File: config.mk
export PLATFORM = sky130hd
export DESIGN_NAME = card_round_referee
export DESIGN_NICKNAME = d
export VERILOG_FILES = /design/src/rtl/card_round_referee.sv
export SDC_FILE = /design/constraint.sdc
export NUM_CORES = 1
export LEC_CHECK = 0
export ABC_CLOCK_PERIOD_IN_PS = 3500
export CORE_MARGIN = 2
export CORE_UTILIZATION = 53
export CTS_BUF_LIST = sky130_fd_sc_hd__clkbuf_2 sky130_fd_sc_hd__clkbuf_4 sky130_fd_sc_hd__clkbuf_8
export CTS_CLUSTER_DIAMETER = 200
export CTS_CLUSTER_SIZE = 14
export DETAILED_ROUTE_END_ITERATION = 7
export GPL_ROUTABILITY_DRIVEN = 1
export PLACE_DENSITY = 0.86
export SETUP_SLACK_MARGIN = 0.05
export SLEW_MARGIN = 20
export SYNTH_ARGS = -nofsm -noshare
export SYNTH_HDL_FRONTEND = slang
export SYNTH_SLANG_ARGS = --single-unit
File: constraint.sdc
create_clock -name clk -period 3.5 [get_ports clk]
set_input_delay 0.35 -clock clk [delete_from_list [all_inputs] [get_ports clk]]
set_output_delay 0.35 -clock clk [all_outputs]
set_load 0.02 [all_outputs]
File: src/rtl/card_round_referee.sv
// Card game referee: collects one card per player, feeds compare,
// scores the rounds and declares the game winner.
module card_round_referee #(
   parameter int WIN_SCORE  = 3,
   parameter int MAX_ROUNDS = 5
) (
   input  logic       clk,
   input  logic       rst_n,
   input  logic       start,
   input  logic       p1_valid,
   input  logic [3:0] p1_card,
   output logic       p1_ready,
   input  logic       p2_valid,
   input  logic [3:0] p2_card,
   output logic       p2_ready,
   output logic [3:0] cmp_p1_card,
   output logic [3:0] cmp_p2_card,
   input  logic [1:0] cmp_result,
   output logic [3:0] p1_score,
   output logic [3:0] p2_score,
   output logic [3:0] round_cnt,
   output logic       round_done,
   output logic [1:0] round_result,
   output logic       game_over,
   output logic [1:0] winner
);

   typedef enum logic [2:0] {
      IDLE,
      COLLECT,
      COMPARE,
      UPDATE,
      OVER
   } state_t;

   localparam logic [3:0] WIN_L = 4'(WIN_SCORE);
   localparam logic [3:0] RND_L = 4'(MAX_ROUNDS);

   state_t     state;
   logic       p1_got;
   logic       p2_got;
   logic       p1_take;
   logic       p2_take;
   logic       game_end;
   logic [1:0] final_winner;

   // Readys come only from registered state, never from valid
   assign p1_ready = (state == COLLECT) && !p1_got;
   assign p2_ready = (state == COLLECT) && !p2_got;
   assign p1_take  = p1_valid & p1_ready;
   assign p2_take  = p2_valid & p2_ready;

   assign game_end = (p1_score == WIN_L) || (p2_score == WIN_L) ||
                     (round_cnt == RND_L);

   always_comb begin
      final_winner = 2'b01;
      if (p1_score == WIN_L)
         final_winner = 2'b10;
      else if (p2_score == WIN_L)
         final_winner = 2'b11;
      else if (p1_score > p2_score)
         final_winner = 2'b10;
      else if (p2_score > p1_score)
         final_winner = 2'b11;
   end

   always_ff @(posedge clk or negedge rst_n) begin
      if (!rst_n) begin
         state        <= IDLE;
         p1_got       <= 1'b0;
         p2_got       <= 1'b0;
         cmp_p1_card  <= 4'd0;
         cmp_p2_card  <= 4'd0;
         p1_score     <= 4'd0;
         p2_score     <= 4'd0;
         round_cnt    <= 4'd0;
         round_done   <= 1'b0;
         round_result <= 2'b00;
         game_over    <= 1'b0;
         winner       <= 2'b00;
      end else begin
         round_done <= 1'b0;
         if (start && (state == IDLE || state == OVER)) begin
            state        <= COLLECT;
            p1_got       <= 1'b0;
            p2_got       <= 1'b0;
            p1_score     <= 4'd0;
            p2_score     <= 4'd0;
            round_cnt    <= 4'd0;
            round_result <= 2'b00;
            game_over    <= 1'b0;
            winner       <= 2'b00;
         end else begin
            unique case (state)
               IDLE: state <= IDLE;
               COLLECT: begin
                  if (p1_take) begin
                     cmp_p1_card <= p1_card;
                     p1_got      <= 1'b1;
                  end
                  if (p2_take) begin
                     cmp_p2_card <= p2_card;
                     p2_got      <= 1'b1;
                  end
                  if ((p1_got || p1_take) && (p2_got || p2_take))
                     state <= COMPARE;
               end
               COMPARE: begin
                  round_result <= cmp_result;
                  // 00 is a voided round: nothing is counted
                  unique case (cmp_result)
                     2'b10: begin
                        p1_score  <= p1_score + 4'd1;
                        round_cnt <= round_cnt + 4'd1;
                     end
                     2'b11: begin
                        p2_score  <= p2_score + 4'd1;
                        round_cnt <= round_cnt + 4'd1;
                     end
                     2'b01: round_cnt <= round_cnt + 4'd1;
                     default: round_cnt <= round_cnt;
                  endcase
                  p1_got     <= 1'b0;
                  p2_got     <= 1'b0;
                  round_done <= 1'b1;
                  state      <= UPDATE;
               end
               UPDATE: begin
                  if (game_end) begin
                     state     <= OVER;
                     game_over <= 1'b1;
                     winner    <= final_winner;
                  end else begin
                     state <= COLLECT;
                  end
               end
               OVER: state <= OVER;
               default: state <= IDLE;
            endcase
         end
      end
   end

endmodule
==> flow_summary_export.csv <==
group,metric,value,unit
outcome,outcome,"finished clean",
logic_synthesis,netlist_area,1530,µm²
power,p_per_area,760,nW/µm²
logic_synthesis,synthFlopType,"dfrtp_1",
clock_tree,cts_max_path_buffers,2,
clock_tree,hold_buffers,0,
worst_setup_path,crit_fanout,11,
final_layout,register_area,776,µm²
floorplan,start_util,55.5,%
final_layout,drive_gt1_share,11.8,%
worst_setup_path,cp_slowest_stage_delay,0.63,ns
worst_setup_path,critical_path_required,3.15,ns
worst_setup_path,cpMaxStageDelayCell,"clkdlybuf4s50_1",
worst_setup_path,cp-end-kind,"output port",
logic_synthesis,synth-simple-area-share,18.6,%
worst_setup_path,crit_arrival,2.12,ns
floorplan,dieArea,3330,µm²
routing,detail_route.wirelength,3380,µm
routing,drc_errors,0,
grt,gr-usage-all-layers,23.0,%
timing,period_share,70.5,%
grt,grt-ovfl-total,0,
timing,setup_viol,0,
timing,rsz0062_at_grt,"no",
power,finalPower,0.00157,W
job,cap_viol_max_count,0,
timing,drv_slew,0,
floorplan,pin_count,43,
logic_synthesis,syn-mean-instance-area,11.0,µm²
placed_design,dp_hpwl,2480,µm
placed_design,dp_slack,1.40,ns
clock_tree,clock_latency,0.34,ns
clock_tree,cts-resized-gates,0,
floorplan,die_w,57.7,µm
routing,routed-wl-met3,208,µm
logic_synthesis,synth_cell_types,40,
clock_tree,htreeDepth,2,
clock_tree,cts_tree,"built",
grt,grt_pass1_wl,5620,µm
worst_setup_path,critical_path_class,"reg -> out",
timing,worstMarginPinSlew,0.981,ns
power,p_leak,0.911,nW
final_layout,antennaDiodeCount,0,
logic_synthesis,syn_nets,162,
timing,fin_skew,0.00469,ns
timing,period_needed,2.47,ns
clock_tree,clk_pin_slew,0.10,ns
floorplan,coreArea,2760,µm²
placed_design,gp_congestion,0.886,
logic_synthesis,ys_ff_latch,31,
timing,worst_slack,1.03,ns
logic_synthesis,synth_top_family_by_area,"simple AND/OR/NAND/NOR gates",
routing,wl_met1,1450,µm
final_layout,num-fill-cells,198,
worst_setup_path,worstSetupStartpointType,"flip-flop",
grt,antenna_found_initial,0,
placed_design,portBuffers,42,
routing,dr.max_layer_used,"met4",
timing,maxSlewHeadroom,33.8,%
final_layout,fin_util,74.8,%
floorplan,die_y,57.7,µm
routing,vias,1209,
logic_synthesis,synth_warnings,0,
logic_synthesis,synthMuxAreaShare,7.85,%
routing,drt_pass1_iterations,4,
clock_tree,cts_buffers,5,
grt,grt_max_degree,32,
clock_tree,cts.sinks,31,
logic_synthesis,ys_async_sr_fraction,100,%
floorplan,num_rows,19,
logic_synthesis,netlist_instances,139,
timing,setup-tns-final,0,ns
routing,vias_per_cell,5.55,
final_layout,nNetsFinal,209,
routing,met2_wirelength,1660,µm
final_layout,final_cell_mix,"clkdlybuf4s50_1, dfrtp_1, nand2_1",
logic_synthesis,synth_compound_area_share,9.98,%
worst_hold_path,min_path_type,"in -> async",
clock_tree,cts-root-buf,"clkbuf_4",
clock_tree,postCtsSetupBuffers,0,
grt,grt_pass1_vias,1197,
final_layout,final_common_cell,"clkdlybuf4s50_1",
routing,post_drt_wl_per_cell,15.5,µm
routing,dr.first_iter.drc_count,23,
routing,drtAntennaViolNets,0,
logic_synthesis,synth_edf_count,0,
logic_synthesis,synth_fa_ha_area_share,6.54,%
final_layout,multi_input_area,701,µm²
logic_synthesis,synth-xor-area-share,2.86,%
logic_synthesis,ys_seq_area_share,50.7,%
worst_setup_path,crit_chain,"or3b_1, nor2_1, clkdlybuf4s50_1",
timing,finalHoldViolCount,0,
final_layout,syn_to_final_growth,34.8,%
timing,fmax,0.405,GHz
power,vdd_drop_max,0.000575,V
final cells by class:
class | count | area share, %
clock buffer | 6 | 2.49
tap | 31 | 1.88
multi-input combinational | 97 | 34.0
sequential | 31 | 37.6
inverter | 7 | 1.27
clock inverter | 2 | 1.70
timing repair buffer | 44 | 21.1
cell usage after synthesis, types with 2 or more instances:
| master | count | area share, % |
|---|---|---|
| xnor2_1 | 3 | 1.7 |
| ha_1 | 8 | 6.5 |
| nor3_1 | 3 | 0.98 |
| nand4_1 | 2 | 0.82 |
| nand2_1 | 12 | 2.9 |
| dfrtp_1 | 31 | 51 |
| mux2_2 | 8 | 5.9 |
| nor2_1 | 11 | 2.7 |
| nand3b_1 | 2 | 0.98 |
| o21ai_0 | 5 | 1.6 |
| o31ai_1 | 2 | 0.98 |
| nor3b_1 | 3 | 1.5 |
| inv_1 | 7 | 1.7 |
| xor2_1 | 2 | 1.1 |
| mux2i_1 | 3 | 2.0 |
| nand3_1 | 7 | 2.3 |
| a21oi_1 | 6 | 2.0 |
| o211ai_1 | 2 | 0.98 |
flip-flops by register name (all words and copies together) (netlist names), 2 cells and up:
| signal | flops |
|---|---|
| round_cnt | 4 |
| p1_score | 4 |
| p2_score | 4 |
| cmp_p1_card | 4 |
| cmp_p2_card | 4 |
| winner | 2 |
| state | 3 |
| round_result | 2 |
worst max-delay path: cells and delay by family, from the launching register on:
kind	cells	cell delay (ns)
DFF	1	0.59
buffers and inverters	1	0.63
and+or+nand+nor	2	0.56
cells by family after synthesis:
group,after synthesis
flops,31
xor+xnor,5
mux,11
buf+inv,11
fa+ha+maj,8
compound gates,23
simple gates,50
metrics by stage:
step	cell area [µm²]	cells	hold slack, ns
2_1_floorplan	1530	139	0.0544
3_3_place_gp	1980	210	0.480
3_5_place_dp	1980	210	0.487
4_1_cts	2060	218	0.385
5_1_grt	2060	218	0.418
6_report	2060	218	0.388
final timing paths:
path                                  from               to  slack [ns]  cells after the start
max                               state[0]         p1_ready        1.03                      3
min                                  rst_n         state[1]        0.39                      2
max reg2reg                    p1_score[0]        winner[1]        1.38                      4
min reg2reg                round_result[1]  round_result[1]        0.50                      2
max in group asynchronous            rst_n   cmp_p1_card[3]        2.83                      2
min in group clk           round_result[1]  round_result[1]        0.50                      2
metal layers:
| metal | GRT usage, % | vias up |
|---|---|---|
| li1 | - | 588 |
| met5 | 0 | - |
| met3 | 8.26 | 8 |
| met1 | 28.4 | 572 |
| met4 | 8.97 | 0 |
| met2 | 36.9 | 41 |
where the power goes:
part           total (W)  switching (W)  internal, W
clock           0.000296       0.000127     0.000169
combinational   0.000699       0.000344     0.000355
sequential      0.000574       0.000106     0.000468
total            0.00157       0.000577     0.000992
Note: power is estimated with default switching activity, not from simulation.
==> edit, RTL diff (config.mk and constraints unchanged) <==
One comparison of `round_cnt` changes from == to >=.
--- a/src/rtl/card_round_referee.sv
+++ b/src/rtl/card_round_referee.sv
@@ -52,5 +52,5 @@
 
    assign game_end = (p1_score == WIN_L) || (p2_score == WIN_L) ||
-                     (round_cnt == RND_L);
+                     (round_cnt >= RND_L);
 
    always_comb begin
Formal check against the unedited RTL: same outputs for any inputs over 10 cycles, from zero or initial values and one cycle with rst_n low; that may be too few to reach the edited logic, so the function may still have changed.
==> edit against the unedited design <==
Sequential share of layout area barely moved; final cell count grew 3.2%; area after synthesis rose by 1.5%; critical path depth is the same; power decreased by 4.4%; routed wire length is 7.5% lower; combinational power is 3.0% higher; worst setup slack better by 120 ps; sequential cell count is the same; via count increased by 2.9%; final area is essentially flat; core utilization down 0.59 points; largest cell class unchanged; largest power group unchanged.
==> edit: results (changes against the unedited design) <==
Route
  • Vias/cell: 5.53 (-0.31%)
  • Via count: 1244 (+2.9%)
  • Wire length per cell: 13.9 um (-10%)
  • Iter 0 DRT Violations: 34 (+48%)

Place
  • Port buffer count: 42 (unchanged)
  • Gp weighted congestion: 0.799 (-9.8%)
  • Detail Placement HPWL: 2.41 mm (-3.0%)
  • Dpl cells: 217 (+3.3%)

Clocking
  • Post-CTS setup buffer count: 0 (unchanged)

GRT
  • GRT Total Usage: 0.215 (-0.0147)
  • Vias in the first global route: 1297 (+8.4%)
  • First-pass GRT wire length: 5.49 mm (-2.3%)

Timing
  • Worst slew pin tran: 836 ps (-144 ps)
  • Skew final: 9.76 ps (+5.07 ps)
  • Finish-stage setup viols: 0 (unchanged)

Synthesis
  • Unique masters post-synth: 36 (-10%)
  • Syn_area_per_cell: 10.7 um^2 (-2.7%)
  • Sequential element share of the synthesized area: 0.500 (-0.00735)
  • Top cells by count, synth: dfrtp_1 (31), nand2_1 (15), nor2_1 (14)
  • Syn nets: 169 (+4.3%)
  • Area contributors post-synth: dfrtp_1 (50%), ha_1 (7.3%), mux2_2 (5.8%), nand2_1 (3.6%), nor2_1 (3.4%)

Final layout
  • Layout cells sized above 1: 0.119 (+0.000910)

Critical path
  • RR Endpoint: winner[0]$_DFFE_PN0P_
  • R2R Setup Slk: 1510 ps (+130 ps)
  • Reg2reg start: p1_score[0]$_DFFE_PN0P_
  • CP Data Arrival Time: 2000 ps (-120 ps)
  • Largest fanout on the critical path: 7 (-4)
  • R2r worst-path depth: 5 (+1)

Power
  • Maximum VDD drop: 0.600 mV (+4.3%)
  • Switching power: 0.000579 W (+0.44%)
  • Leak: 0.915 nW (+0.43%)

Run status
  • Outcome: finished, final reports clean
-- edit: area by class of cell --
class                   instances  area (um^2)
clock buffers                   7         52.6
well taps                      31         38.8
fillers                       199          717
repair buffers                 44          435
inverters                       9         33.8
clock inverters                 1         5.00
multi-input cells             102          723
flip-flops and latches         31          776
-- edit: worst max path at each step --
stage	startpoint	to	slack [ps]	cells after the start
final	state[2]$_DFFE_PN0P_	p2_ready	1150	3
after CTS	state[2]$_DFFE_PN0P_	p2_ready	1130	3
after global placement	start	round_result[0]$_DFFE_PN0N_	1520	4
after detailed placement	start	round_result[0]$_DFFE_PN0N_	1420	4
after global routing	state[2]$_DFFE_PN0P_	p2_ready	1040	3
after floorplan	p1_score[0]$_DFFE_PN0P_	state[2]$_DFFE_PN0P_	1650	5
-- edit: stage by stage --
stage	hold WS (ps)	setup WS (ps)	instance area [um^2]
final	410	1150	2060
after global routing	432	1040	2060
after CTS	409	1130	2060
after detailed placement	463	1420	2010
after global placement	469	1520	2010
after floorplan	54.4	1650	1550
-- edit: layer usage --
layer | vias up | part of all wire | track usage
met5 | - | 0 | 0
met4 | 0 | 0.015 | 0.0997
met2 | 50 | 0.50 | 0.357
met3 | 6 | 0.063 | 0.0558
li1 | 600 | - | -
met1 | 588 | 0.43 | 0.262
-- edit: cell families (layout without fill, tap and decap cells) --
logic type	count (synthesis)	after routing	synth area share
simple gates	55	55	0.195
buf+inv	12	61	0.0346
flops	31	31	0.500
compound gates	21	21	0.0862
xor+xnor	5	5	0.0282
mux	12	12	0.0838
fa+ha+maj	9	9	0.0725
-- edit: power by group through the flow --
stage	Combinational, W	Sequential, W	Clock (W)
2_1_floorplan	0.000334	0.000663	0
3_3_place_gp	0.000708	0.000567	0
3_5_place_dp	0.000723	0.000576	0
4_1_cts	0.000728	0.000570	0.000217
5_1_grt	0.000785	0.000587	0.000237
6_report	0.000720	0.000571	0.000210
